`src/rtl/vga_sync_gen_pkg.sv`:
```
// Shared types and default 640x480@60 timing for the VGA raster generator.
package vga_pkg;

  typedef enum logic [1:0] {
    ACTIVE = 2'd0,
    FRONT  = 2'd1,
    SYNC   = 2'd2,
    BACK   = 2'd3
  } phase_t;

  localparam int DEF_H_ACTIVE = 640;
  localparam int DEF_H_FP     = 16;
  localparam int DEF_H_SYNC   = 96;
  localparam int DEF_H_BP     = 48;
  localparam int DEF_V_ACTIVE = 480;
  localparam int DEF_V_FP     = 10;
  localparam int DEF_V_SYNC   = 2;
  localparam int DEF_V_BP     = 33;
  localparam bit DEF_SYNC_POL = 1'b0;

  // Counter width for a 0..total-1 range, never narrower than one bit.
  function automatic int cnt_w(input int total);
    return (total > 1) ? $clog2(total) : 1;
  endfunction

endpackage

```
`src/rtl/vga_sync_gen_if.sv`:
```
// Pixel tick in, raster position and sync levels out.
interface vga_sync_gen_if #(
  parameter int HW = 10,
  parameter int VW = 10
);
  logic          pix_en;
  logic          hsync;
  logic          vsync;
  logic          video_on;
  logic [HW-1:0] hcount;
  logic [VW-1:0] vcount;
  logic          frame_start;

  modport master (
    input  pix_en,
    output hsync, vsync, video_on, hcount, vcount, frame_start
  );

  modport slave (
    output pix_en,
    input  hsync, vsync, video_on, hcount, vcount, frame_start
  );
endinterface

```
`src/rtl/vga_sync_gen_axis_timer.sv`:
```
// One raster axis: position counter plus ACTIVE/FRONT/SYNC/BACK phase tracker.
module vga_axis_timer
  import vga_pkg::*;
#(
  parameter int L_ACTIVE = DEF_H_ACTIVE,
  parameter int L_FP     = DEF_H_FP,
  parameter int L_SYNC   = DEF_H_SYNC,
  parameter int L_BP     = DEF_H_BP,
  localparam int TOTAL   = L_ACTIVE + L_FP + L_SYNC + L_BP,
  localparam int CW      = cnt_w(TOTAL)
) (
  input  logic          clk,
  input  logic          reset,
  input  logic          step,
  output logic [CW-1:0] count,
  output phase_t        phase,
  output phase_t        phase_nxt,
  output logic          wrap
);

  if (L_ACTIVE < 1 || L_FP < 1 || L_SYNC < 1 || L_BP < 1) begin : g_bad_len
    $error("vga_axis_timer: every phase length must be at least 1");
  end

  logic [CW-1:0] pos;
  logic [CW-1:0] last;
  logic          at_end;

  always_comb begin
    last = CW'(L_BP - 1);
    case (phase)
      ACTIVE:  last = CW'(L_ACTIVE - 1);
      FRONT:   last = CW'(L_FP - 1);
      SYNC:    last = CW'(L_SYNC - 1);
      default: last = CW'(L_BP - 1);
    endcase
  end

  assign at_end = (pos == last);
  assign wrap   = (count == CW'(TOTAL - 1));

  // phase_nxt is what phase holds after this edge, so the top can register
  // decoded outputs in lockstep with the count.
  always_comb begin
    phase_nxt = phase;
    if (step && at_end) begin
      case (phase)
        ACTIVE:  phase_nxt = FRONT;
        FRONT:   phase_nxt = SYNC;
        SYNC:    phase_nxt = BACK;
        default: phase_nxt = ACTIVE;
      endcase
    end
  end

  always_ff @(posedge clk) begin
    if (reset) begin
      count <= '0;
      pos   <= '0;
      phase <= ACTIVE;
    end else if (step) begin
      count <= wrap   ? '0 : count + 1'b1;
      pos   <= at_end ? '0 : pos + 1'b1;
      phase <= phase_nxt;
    end
  end

endmodule

```
`src/rtl/vga_sync_gen.sv`:
```
// VGA raster timing: horizontal and vertical axis timers plus registered sync/video/frame outputs.
module vga_sync_gen
  import vga_pkg::*;
#(
  parameter int H_ACTIVE = DEF_H_ACTIVE,
  parameter int H_FP     = DEF_H_FP,
  parameter int H_SYNC   = DEF_H_SYNC,
  parameter int H_BP     = DEF_H_BP,
  parameter int V_ACTIVE = DEF_V_ACTIVE,
  parameter int V_FP     = DEF_V_FP,
  parameter int V_SYNC   = DEF_V_SYNC,
  parameter int V_BP     = DEF_V_BP,
  parameter bit SYNC_POL = DEF_SYNC_POL,
  localparam int H_TOTAL = H_ACTIVE + H_FP + H_SYNC + H_BP,
  localparam int V_TOTAL = V_ACTIVE + V_FP + V_SYNC + V_BP,
  localparam int HW      = cnt_w(H_TOTAL),
  localparam int VW      = cnt_w(V_TOTAL)
) (
  input  logic          clk,
  input  logic          reset,
  vga_sync_gen_if.master vga
);

  logic [HW-1:0] h_count;
  logic [VW-1:0] v_count;
  phase_t        h_phase, h_phase_nxt;
  phase_t        v_phase, v_phase_nxt;
  logic          h_wrap, v_wrap;
  logic          line_end;

  logic          hsync_r, vsync_r, video_on_r, frame_start_r;

  assign line_end = vga.pix_en & h_wrap;

  vga_axis_timer #(
    .L_ACTIVE (H_ACTIVE),
    .L_FP     (H_FP),
    .L_SYNC   (H_SYNC),
    .L_BP     (H_BP)
  ) u_h_timer (
    .clk       (clk),
    .reset     (reset),
    .step      (vga.pix_en),
    .count     (h_count),
    .phase     (h_phase),
    .phase_nxt (h_phase_nxt),
    .wrap      (h_wrap)
  );

  vga_axis_timer #(
    .L_ACTIVE (V_ACTIVE),
    .L_FP     (V_FP),
    .L_SYNC   (V_SYNC),
    .L_BP     (V_BP)
  ) u_v_timer (
    .clk       (clk),
    .reset     (reset),
    .step      (line_end),
    .count     (v_count),
    .phase     (v_phase),
    .phase_nxt (v_phase_nxt),
    .wrap      (v_wrap)
  );

  // Flags only change on a phase change, so they are loaded from phase_nxt
  // on exactly the edge where the counters cross a boundary.
  always_ff @(posedge clk) begin
    if (reset) begin
      hsync_r       <= ~SYNC_POL;
      vsync_r       <= ~SYNC_POL;
      video_on_r    <= 1'b1;
      frame_start_r <= 1'b0;
    end else begin
      frame_start_r <= line_end & v_wrap;
      if (h_phase_nxt != h_phase) begin
        hsync_r <= (h_phase_nxt == SYNC) ? SYNC_POL : ~SYNC_POL;
      end
      if (v_phase_nxt != v_phase) begin
        vsync_r <= (v_phase_nxt == SYNC) ? SYNC_POL : ~SYNC_POL;
      end
      if ((h_phase_nxt != h_phase) || (v_phase_nxt != v_phase)) begin
        video_on_r <= (h_phase_nxt == ACTIVE) && (v_phase_nxt == ACTIVE);
      end
    end
  end

  assign vga.hcount      = h_count;
  assign vga.vcount      = v_count;
  assign vga.hsync       = hsync_r;
  assign vga.vsync       = vsync_r;
  assign vga.video_on    = video_on_r;
  assign vga.frame_start = frame_start_r;

endmodule

```
`src/flat_wrapper.sv`:
```
// flat-port wrapper written by rule: the top's interface ports become plain ports
module vga_sync_gen_flat import vga_pkg::*;
#(
  parameter int H_ACTIVE = DEF_H_ACTIVE,
  parameter int H_FP     = DEF_H_FP,
  parameter int H_SYNC   = DEF_H_SYNC,
  parameter int H_BP     = DEF_H_BP,
  parameter int V_ACTIVE = DEF_V_ACTIVE,
  parameter int V_FP     = DEF_V_FP,
  parameter int V_SYNC   = DEF_V_SYNC,
  parameter int V_BP     = DEF_V_BP,
  parameter bit SYNC_POL = DEF_SYNC_POL,
  localparam int H_TOTAL = H_ACTIVE + H_FP + H_SYNC + H_BP,
  localparam int V_TOTAL = V_ACTIVE + V_FP + V_SYNC + V_BP,
  localparam int HW      = cnt_w(H_TOTAL),
  localparam int VW      = cnt_w(V_TOTAL)
)
  (clk, reset, vga_pix_en, vga_hsync, vga_vsync, vga_video_on, vga_hcount, vga_vcount, vga_frame_start);
  vga_sync_gen_if vga_i ();
  input  logic clk;
  input  logic reset;
  input wire logic [$bits(vga_i.pix_en)-1:0] vga_pix_en;
  output wire logic [$bits(vga_i.hsync)-1:0] vga_hsync;
  output wire logic [$bits(vga_i.vsync)-1:0] vga_vsync;
  output wire logic [$bits(vga_i.video_on)-1:0] vga_video_on;
  output wire logic [$bits(vga_i.hcount)-1:0] vga_hcount;
  output wire logic [$bits(vga_i.vcount)-1:0] vga_vcount;
  output wire logic [$bits(vga_i.frame_start)-1:0] vga_frame_start;
  assign vga_i.pix_en = vga_pix_en;
  assign vga_hsync = vga_i.hsync;
  assign vga_vsync = vga_i.vsync;
  assign vga_video_on = vga_i.video_on;
  assign vga_hcount = vga_i.hcount;
  assign vga_vcount = vga_i.vcount;
  assign vga_frame_start = vga_i.frame_start;
  vga_sync_gen #(.H_ACTIVE(H_ACTIVE), .H_FP(H_FP), .H_SYNC(H_SYNC), .H_BP(H_BP), .V_ACTIVE(V_ACTIVE), .V_FP(V_FP), .V_SYNC(V_SYNC), .V_BP(V_BP), .SYNC_POL(SYNC_POL)) u_core (.clk(clk), .reset(reset), .vga(vga_i));
endmodule
```
`config.mk`:
```
export PLATFORM = sky130hd
export DESIGN_NAME = vga_sync_gen_flat
export DESIGN_NICKNAME = d
export VERILOG_FILES = /design/src/rtl/vga_sync_gen_pkg.sv /design/src/rtl/vga_sync_gen_if.sv /design/src/rtl/vga_sync_gen_axis_timer.sv /design/src/rtl/vga_sync_gen.sv /design/src/flat_wrapper.sv
export SDC_FILE = /design/constraint.sdc
export NUM_CORES = 1
export LEC_CHECK = 0
export CAP_MARGIN = 20
export CORE_MARGIN = 2
export CORE_UTILIZATION = 61
export CTS_BUF_LIST = sky130_fd_sc_hd__clkbuf_4 sky130_fd_sc_hd__clkbuf_8
export DETAILED_ROUTE_END_ITERATION = 7
export GPL_TIMING_DRIVEN = 0
export PLACE_DENSITY_LB_ADDON = 0.2
export REMOVE_ABC_BUFFERS = 1
export SLEW_MARGIN = 20
export SYNTH_ARGS = -nofsm -noshare
export SYNTH_HDL_FRONTEND = slang
export SYNTH_SLANG_ARGS = --single-unit
```
`constraint.sdc`:
```
create_clock -name clk -period 4.1 [get_ports clk]
set_clock_uncertainty 0.15 [all_clocks]
set_input_delay 1.025 -clock clk [delete_from_list [all_inputs] [get_ports clk]]
set_output_delay 1.025 -clock clk [all_outputs]
set_load 0.05 [all_outputs]
```
# After elaboration in Yosys (flattened, before gate mapping)
# Index checks and enable logic that the tools add are counted.
[totals] mem_bits_rw=0 n_memories=0 wordCells=48 input_bits=3 output_inout_bits=24 latch_bits=0 mem_bits_ro=0 register_bits=48
[op_classes] n_mux=12 bitwise_logic=2 n_addsub=4 order_cmp=0 n_eq_ne=12 n_reduce_logical=8 multipliers=0 shifts=0 div=0
[op_table] cell="$add A10 B1 Y10 const B" count=4
[op_table] cell="$mux W10" count=4
[op_table] cell="$pmux W10 S3" count=1
[op_table] cell="$pmux W9 S3" count=1
[op_table] cell="$eq A10 B10 Y1 const B" count=2
[op_table] cell="$pmux W2 S3" count=2
[op_table] cell="$eq A10 B10 Y1" count=1
[op_table] cell="$eq A10 B9 Y1" count=1
[op_table] cell="$eq A2 B2 Y1 const B" count=4
[op_table] cell="$logic_not A2 Y1" count=4
[op_table] cell="$eq A2 B1 Y1 const B" count=2
[op_table] cell="$mux W2" count=2
[op_table] cell="$ne A2 B2 Y1" count=2
[op_table] cell="$logic_and A1 B1 Y1" count=3
[op_table] cell="$and A1 B1 Y1" count=2
[op_table] cell="$mux W1" count=2
[op_table] cell="$logic_or A1 B1 Y1" count=1

# Longest topological paths before layout
# Gate-level depths: netlist of the first run.
[logic_depth] word_depth=7 ltp_mapped=10 mapped_depth_nobuf=8

# Cells and area by module
# Synthesis of the first run repeated with hierarchy kept, for this count alone.
[hier_totals] hier_cells=269 hier_area_um2=2476.1
[by_module_without_submodules] module="vga_axis_timer at u_core.u_v_timer" area_per_inst_um2=1164.9 instances=1 seq_area_each_um2=440.4 cells_each=130
[by_module_without_submodules] module="vga_axis_timer at u_core.u_h_timer" area_per_inst_um2=1092.3 instances=1 seq_area_each_um2=440.4 cells_each=116
[by_module_without_submodules] module="vga_sync_gen" area_per_inst_um2=219.0 instances=1 seq_area_each_um2=80.1 cells_each=23

# Worst setup path after synthesis of the first run
# No wires, ideal clock.
[synth_timing] path_type="in2reg" from="in vga_pix_en" to="reg u_core.video_on_r (netlist: u_core.vga.video_on)" setup_slack_ns=1.388 t_arrival_ns=2.502 path_buffers=2 cell_stages=8 setup_ns=0.060 required_time_ns=3.890 cell_sequence="and2_1 > clkbuf_1 > and4_4 > and4_1 > buf_6 > or3_2 > a221o_1 > nand2_1"
[synth_via] elab_chain_cells=5 word_cells_on_any_way=11 classes_between="eq/ne (2); mux (2); bitwise (1); reduce/logical (6)"
[synth_lines] element="start, declared" line_no="flat_wrapper.sv:22" source="input wire logic [$bits(vga_i.pix_en)-1:0] vga_pix_en;"
[synth_lines] element="$and A1 B1 Y1" line_no="vga_sync_gen.sv:33" source="assign line_end = vga.pix_en & h_wrap;"
[synth_lines] element="$logic_and A1 B1 Y1" line_no="vga_sync_gen_axis_timer.sv:46" source="if (step && at_end) begin"
[synth_lines] element="$mux W2" line_no="vga_sync_gen_axis_timer.sv:46"
[synth_lines] element="$ne A2 B2 Y1 or $logic_not A2 Y1 (tied branches)" line_no="vga_sync_gen.sv:81, vga_sync_gen.sv:82"
[synth_lines] element="$logic_or A1 B1 Y1 or $logic_and A1 B1 Y1 (tied branches)" line_no="vga_sync_gen.sv:81, vga_sync_gen.sv:82"
[synth_lines] element="end signal, assigned" line_no="vga_sync_gen.sv:82" source="video_on_r <= (h_phase_nxt == ACTIVE) && (v_phase_nxt == ACTIVE);"
[synth_lines] element="end, declared" line_no="vga_sync_gen.sv:31" source="logic hsync_r, vsync_r, video_on_r, frame_start_r;"
# Parallel ways exist; a longest one is shown, timed or not.
# A chain may end at the register's enable or synchronous reset.

# Final worst setup path of the first run
[layout_timing] from="in vga_pix_en" to="reg u_core.u_v_timer.count[9]"
[layout_via] elab_chain_cells=1
[layout_lines] element="$and A1 B1 Y1" line_no="vga_sync_gen.sv:33"
[layout_lines] element="end signal, assigned" line_no="vga_sync_gen_axis_timer.sv:62" source="count <= wrap ? '0 : count + 1'b1;"
[layout_lines] element="end, declared" line_no="vga_sync_gen_axis_timer.sv:15" source="output logic [CW-1:0] count,"
# Every way passes these cells.

==> impl_results.md, run 1 <==
* Status: completed
* GR Util All Layers at 21.9%
* Yosys warnings at 0
* Postcts setup bufs at 0
* Initial DRT Pass Iterations at 4
* Die W at 67.2 µm
* Maxcap violations at 0
* Synth-to-layout area growth at 15.4%
* Total CTS buffers at 5
* CTS tree: built
* Leak pwr at 1.08 nW
* Unrepaired setup endpoints after global routing: false
* DIE AREA at 0.00452 mm²
* Slew Limit Fails at 0
* Top-area cell type share of the netlist area at 39.4%
* CTS root buf: clkbuf_8
* First DRT Iteration DRCs at 125
* H-tree depth at 2
* Final non-filler cell total at 349
* Nets at 315
* # DRC at 0
* Initial antenna violation count at 0
* Count of cell types in the netlist at 44
* Worst Setup End Kind: flip-flop
* CTS Buffer Depth at 2
* Drt total wl at 4.59 mm
* Crit Path Max Fanout at 11
* Area leader, netlist: dfxtp_1
* Relative max-transition margin at 55.8%
* Row cnt at 22
* Fin crit share at 80.9%
* Commonest cells post-synth: 52 x nor2_1, 48 x dfxtp_1, 23 x xor2_1, 18 x xnor2_1, 16 x nand3_1
* Startpoint types: primary input
* Starting density of the core at 65.1%
* Seq/Total Area, Yosys at 39.4%
* First-pass GRT wire length at 7.56 mm
* DIE HEIGHT at 67.2 µm
* Dominant synthesized flop cell: dfxtp_1
* Total clock sinks at 48
* CORE AREA at 0.00374 mm²
* Syn Inst Count at 277
* Critical Path RT at 4.12 ns
* HPWL Detailed at 3.14 mm
* Vias in the first global route at 1,813
* Worst EP arrival at 3.34 ns
* Mean area per synthesized cell at 8.79 µm²
* Crit Path Class: in2reg
* Via-to-Cell Ratio at 5.58
* Hold Path Depth at 2
* WL per Instance at 13.1 µm
* Clk Latency, worst-skew pair at 0.30 ns
* Cell count of the worst reg-to-reg path at 8
* Share of post-route cells with drive strength above 1 at 5.98%
* Clock transition at path regs at 0.09 ns
* Largest net degree at the start of global routing at 18
* Port Buffer Count at 26
* DRT antenna net count at 0
* Vias at 1,947
* Total grt overflow at 0
* Slew @ Worst Pin at 0.662 ns
* Fmax achieved at 0.301 GHz
* P per Cell Area at 302 mW/mm²
* Number of top-level pins at 27
* Final Critical Period at 3.32 ns
* Synthesized area at 0.00244 mm²
* Post_cts resized at 0
* Maximum vdd ir drop at 0.223 mV
* # setup viols final at 0
* Fin. Hold Viols at 0
* Hold bufs inserted after CTS at 0
* Post-synth EDFFs at 0
* Hold Path Class: reg2reg
* Post-synth ARST share at 0%
* Inst Count DP at 341
* Most frequent cell after synthesis: nor2_1
* Top cells by area, synth: dfxtp_1 39%, xor2_1 8.3%, nor2_1 8.0%
* N_diodes at 0
* TNS Setup at 0 ns
* #FFs+latches synth at 48
* GPL Wtd Cong at 0.825
-- per-layer routing --
| metal | track usage (%) | part of all wire, % |
|---|---|---|
| met1 | 25.1 | 47 |
| met4 | 10.2 | 1.7 |
| met5 | 0 | 0 |
| met3 | 5.00 | 3.7 |
| met2 | 38.6 | 48 |
-- registers in the layout, indices dropped and copies added (netlist names) --
signal,flops
u_core.u_h_timer.phase,2
u_core.u_v_timer.pos,10
u_core.u_h_timer.count,10
u_core.vga.hsync,1
u_core.u_v_timer.phase,2
u_core.u_v_timer.count,10
u_core.u_h_timer.pos,10
u_core.vga.vsync,1
u_core.vga.video_on,1
u_core.vga.frame_start,1
-- path summary, 6_finish.rpt --
path | startpoint | end | slack [ns]
worst min register to register | u_core.vga.video_on | u_core.vga.video_on | 0.34
worst max-delay path | vga_pix_en | u_core.u_v_timer.count[9] | 0.78
worst max register to register | u_core.u_v_timer.phase[0] | u_core.vga.video_on | 1.59
worst min-delay path | u_core.vga.video_on | u_core.vga.video_on | 0.34
-- area by class of cell --
type / instances / area (µm²)
Multi-Input combinational cell: 211 / 1390
Sequential cell: 48 / 961
Fill cell: 282 / 932
Timing Repair Buffer: 26 / 260
Clock buffer: 5 / 68.8
Tap cell: 48 / 60.1
Clock inverter: 3 / 42.5
Inverter: 8 / 30.0
-- per-stage QoR --
step / instance area (µm²) / util [%] / setup slack [ns] / power (mW) / hold slack [ns]
2_1_floorplan: 2380 / - / 1.48 / 0.506 / 0.308
3_3_place_gp: 2700 / 72.1 / 0.533 / 0.520 / 0.308
3_5_place_dp: 2700 / 72.1 / 0.490 / 0.521 / 0.326
4_1_cts: 2810 / 75.1 / 0.786 / 0.859 / 0.346
5_1_grt: 2810 / 75.1 / 0.550 / 0.881 / 0.387
6_report: 2810 / 75.1 / 0.782 / 0.849 / 0.345
-- power breakdown --
part,switching (mW),leakage [nW],internal (mW),total [mW]
combinational,0.0226,0.635,0.0125,0.0351
sequential,0.00527,0.387,0.470,0.475
clock,0.158,0.0541,0.180,0.339
-- logic make-up (layout without fill, tap and decap cells) --
kind of cell | Yosys count | in the layout | synth area share, %
buf+inv | 18 | 42 | 3.54
xor+xnor | 41 | 41 | 14.7
simple gates | 129 | 129 | 27.5
mux | 5 | 5 | 2.11
flops | 48 | 48 | 39.4
compound gates | 24 | 24 | 6.52
fa+ha+maj | 12 | 12 | 6.16
-- worst max-delay path, cell delays in order --
cell             delay, ns
clkdlybuf4s50_1       0.75
and2_1                0.36
nand4_2               0.25
nor4_1                0.57
nand3_1               0.16
xor2_1                0.17
nor2_1                0.05
-- placed cells by master (no fill, tap or decap), types with 5 or more instances in the layout --
| cell | synthesis | final |
|---|---|---|
| a21oi_1 | 7 | 7 |
| xor2_1 | 23 | 23 |
| dfxtp_1 | 48 | 48 |
| nand4_1 | 12 | 12 |
| nor3_1 | 5 | 5 |
| nand2_1 | 12 | 12 |
| inv_1 | 8 | 8 |
| nand3_1 | 16 | 16 |
| and3_1 | 8 | 8 |
| xnor2_1 | 18 | 18 |
| nor2_1 | 52 | 52 |
| ha_1 | 12 | 12 |
| clkbuf_8 | 0 | 5 |
| clkdlybuf4s50_1 | 0 | 26 |
Power figures use the tool's default switching activity.
==> run 2, diff against run 1 <==
--- a/config.mk
+++ b/config.mk
@@ -7,7 +7,7 @@
 export LEC_CHECK = 0
 export CAP_MARGIN = 20
 export CORE_MARGIN = 2
-export CORE_UTILIZATION = 61
+export CORE_UTILIZATION = 58
 export CTS_BUF_LIST = sky130_fd_sc_hd__clkbuf_4 sky130_fd_sc_hd__clkbuf_8
 export DETAILED_ROUTE_END_ITERATION = 7
 export GPL_TIMING_DRIVEN = 0
==> constraint.sdc (replaced) <==
create_clock -name clk -period 3.2 [get_ports clk]
set_clock_uncertainty 0.15 [all_clocks]
set_input_delay 0.8 -clock clk [delete_from_list [all_inputs] [get_ports clk]]
set_output_delay 0.8 -clock clk [all_outputs]
set_load 0.05 [all_outputs]
==> impl_results.md, run 2 (same netlist as run 1, synthesis figures left out) <==
* Fmax achieved at 0.330 GHz
* Vias in the first global route at 1,661
* WL per Instance at 12.4 µm
* Crit Path Max Fanout at 11
* H-tree depth at 2
* R2r endpoint: u_core.vga.video_on
* Number of top-level pins at 27
* Drt total wl at 4.37 mm
* P per Cell Area at 369 mW/mm²
* Nets at 315
* Total CTS buffers at 5
* Synth-to-layout area growth at 15.2%
* Crit Path Class: in2reg
* Worst EP arrival at 3.13 ns
* Via-to-Cell Ratio at 5.48
* Vias at 1,924
* Starting density of the core at 60.5%
* Critical Path, Cell by Cell: clkdlybuf4s50_1 -> and2_1 -> and4_4 -> and4_1 -> o21ai_2 -> a221o_1 -> nand2_1
* Maximum vdd ir drop at 0.315 mV
* GPL Wtd Cong at 0.788
* DIE AREA at 0.00473 mm²
* Hold endpoint: u_core.vga.video_on
* Share of post-route cells with drive strength above 1 at 6.31%
* # DRC at 0
* Die W at 68.8 µm
* Fin. Hold Viols at 0
* N_diodes at 0
* TNS Setup at 0 ns
* Cell count of the worst reg-to-reg path at 8
* Worst R2R Setup Slack at 0.64 ns
* Slew @ Worst Pin at 0.667 ns
* First DRT Iteration DRCs at 107
* Hold Path Depth at 2
* GR Util All Layers at 20.1%
* Final Util at 69.7%
* Status: completed
* CP max stage delay at 0.73 ns
* Most frequent cells in the layout: 52 x nor2_1, 48 x dfxtp_1, 26 x clkdlybuf4s50_1
* DRT antenna net count at 0
* HPWL Detailed at 3.05 mm
* Critical Path RT at 3.30 ns
* CTS Buffer Depth at 2
* Hold slack at 0.331 ns
* # fillers at 339
* Slew Limit Fails at 0
* Final Critical Period at 3.03 ns
* RR Startpoint: u_core.u_v_timer.phase[0]
* Leak pwr at 1.07 nW
* Slowest cell on crit path: clkdlybuf4s50_1
* CTS root buf: clkbuf_8
* Largest net degree at the start of global routing at 18
* Commonest non-fill, non-tap cell in the layout: nor2_1
* Power Total at 1.04 mW
* Startpoint types: primary input
* Total grt overflow at 0
* Row cnt at 23
* First-pass GRT wire length at 7.24 mm
* Total clock sinks at 48
* Origin of the worst min-delay path: u_core.vga.video_on
* Hold Path Class: reg2reg
* CTS tree: built
* Postcts setup bufs at 0
* Clk Latency, worst-skew pair at 0.29 ns
* Relative max-transition margin at 55.5%
* Initial antenna violation count at 0
* # setup viols final at 0
* Clock transition at path regs at 0.08 ns
* DIE HEIGHT at 68.8 µm
* CORE AREA at 0.00403 mm²
* Unrepaired setup endpoints after global routing: false
* Initial DRT Pass Iterations at 4
* Port Buffer Count at 26
* Worst Setup End Kind: flip-flop
* Crit path launch: vga_pix_en
* Maxcap violations at 0
* Fin crit share at 94.7%
[run 2: cell count changes in the layout (fill, tap and decap cells not counted)]
cell and delta:
bufinv_16 -1, clkbuf_4 +2, clkbuf_8 +1, clkinv_2 -1, clkinvlp_4 -1, nor4_1 -1, nor4_2 +1
[run 2: what timing repair did]
action	CTS	global route
hold buffers	0	0
resized for setup	0	1
setup endpoints to repair	0	2
[run 2: worst max-delay path by stage]
stage               cells after the start                         to
CTS                                     7  u_core.u_v_timer.count[9]
finish                                  7        u_core.vga.video_on
global placement                        7  u_core.u_v_timer.count[9]
global route                            7        u_core.vga.video_on
floorplan                               7        u_core.vga.video_on
detailed placement                      7  u_core.u_v_timer.count[9]
[run 2: critical path, delay by kind of cell]
kind | cells | cell delay, ns
AO/OA/AOI/OAI | 2 | 0.46
buffers and inverters | 1 | 0.73
AND/OR/NAND/NOR | 4 | 1.14
[run 2: routing by layer]
layer	GRT usage (%)	wire length [µm]	part of all wire, %	up-vias
li1	-	-	-	995
met1	26.0	2160	49	889
met2	32.3	1980	45	33
met3	5.68	178	4.1	7
met4	6.13	51	1.2	0
met5	0	0	0	-
[run 2: per-stage QoR]
step	std cells	worst slack, ns	area, µm²
finish	351	0.169	2810
global route	351	0.0640	2810
global placement	343	-0.205	2700
detailed placement	343	-0.171	2700
floorplan	267	0.747	2380
CTS	351	0.135	2800
[run 2: power breakdown]
| group | total (mW) | leakage, nW | internal [mW] | switching, mW |
|---|---|---|---|---|
| logic | 0.0433 | 0.635 | 0.0157 | 0.0276 |
| clock network | 0.384 | 0.0523 | 0.193 | 0.190 |
| registers | 0.609 | 0.387 | 0.602 | 0.00660 |
[run 2: final cells by class]
type                    count  area [µm²]  share of cell area (%)
inverters                   8        30.0                    1.07
well taps                  50        62.6                    2.23
repair buffers             26         260                    9.27
multi-input cells         211        1400                    49.7
flip-flops and latches     48         961                    34.2
clock buffers               8        97.6                    3.48
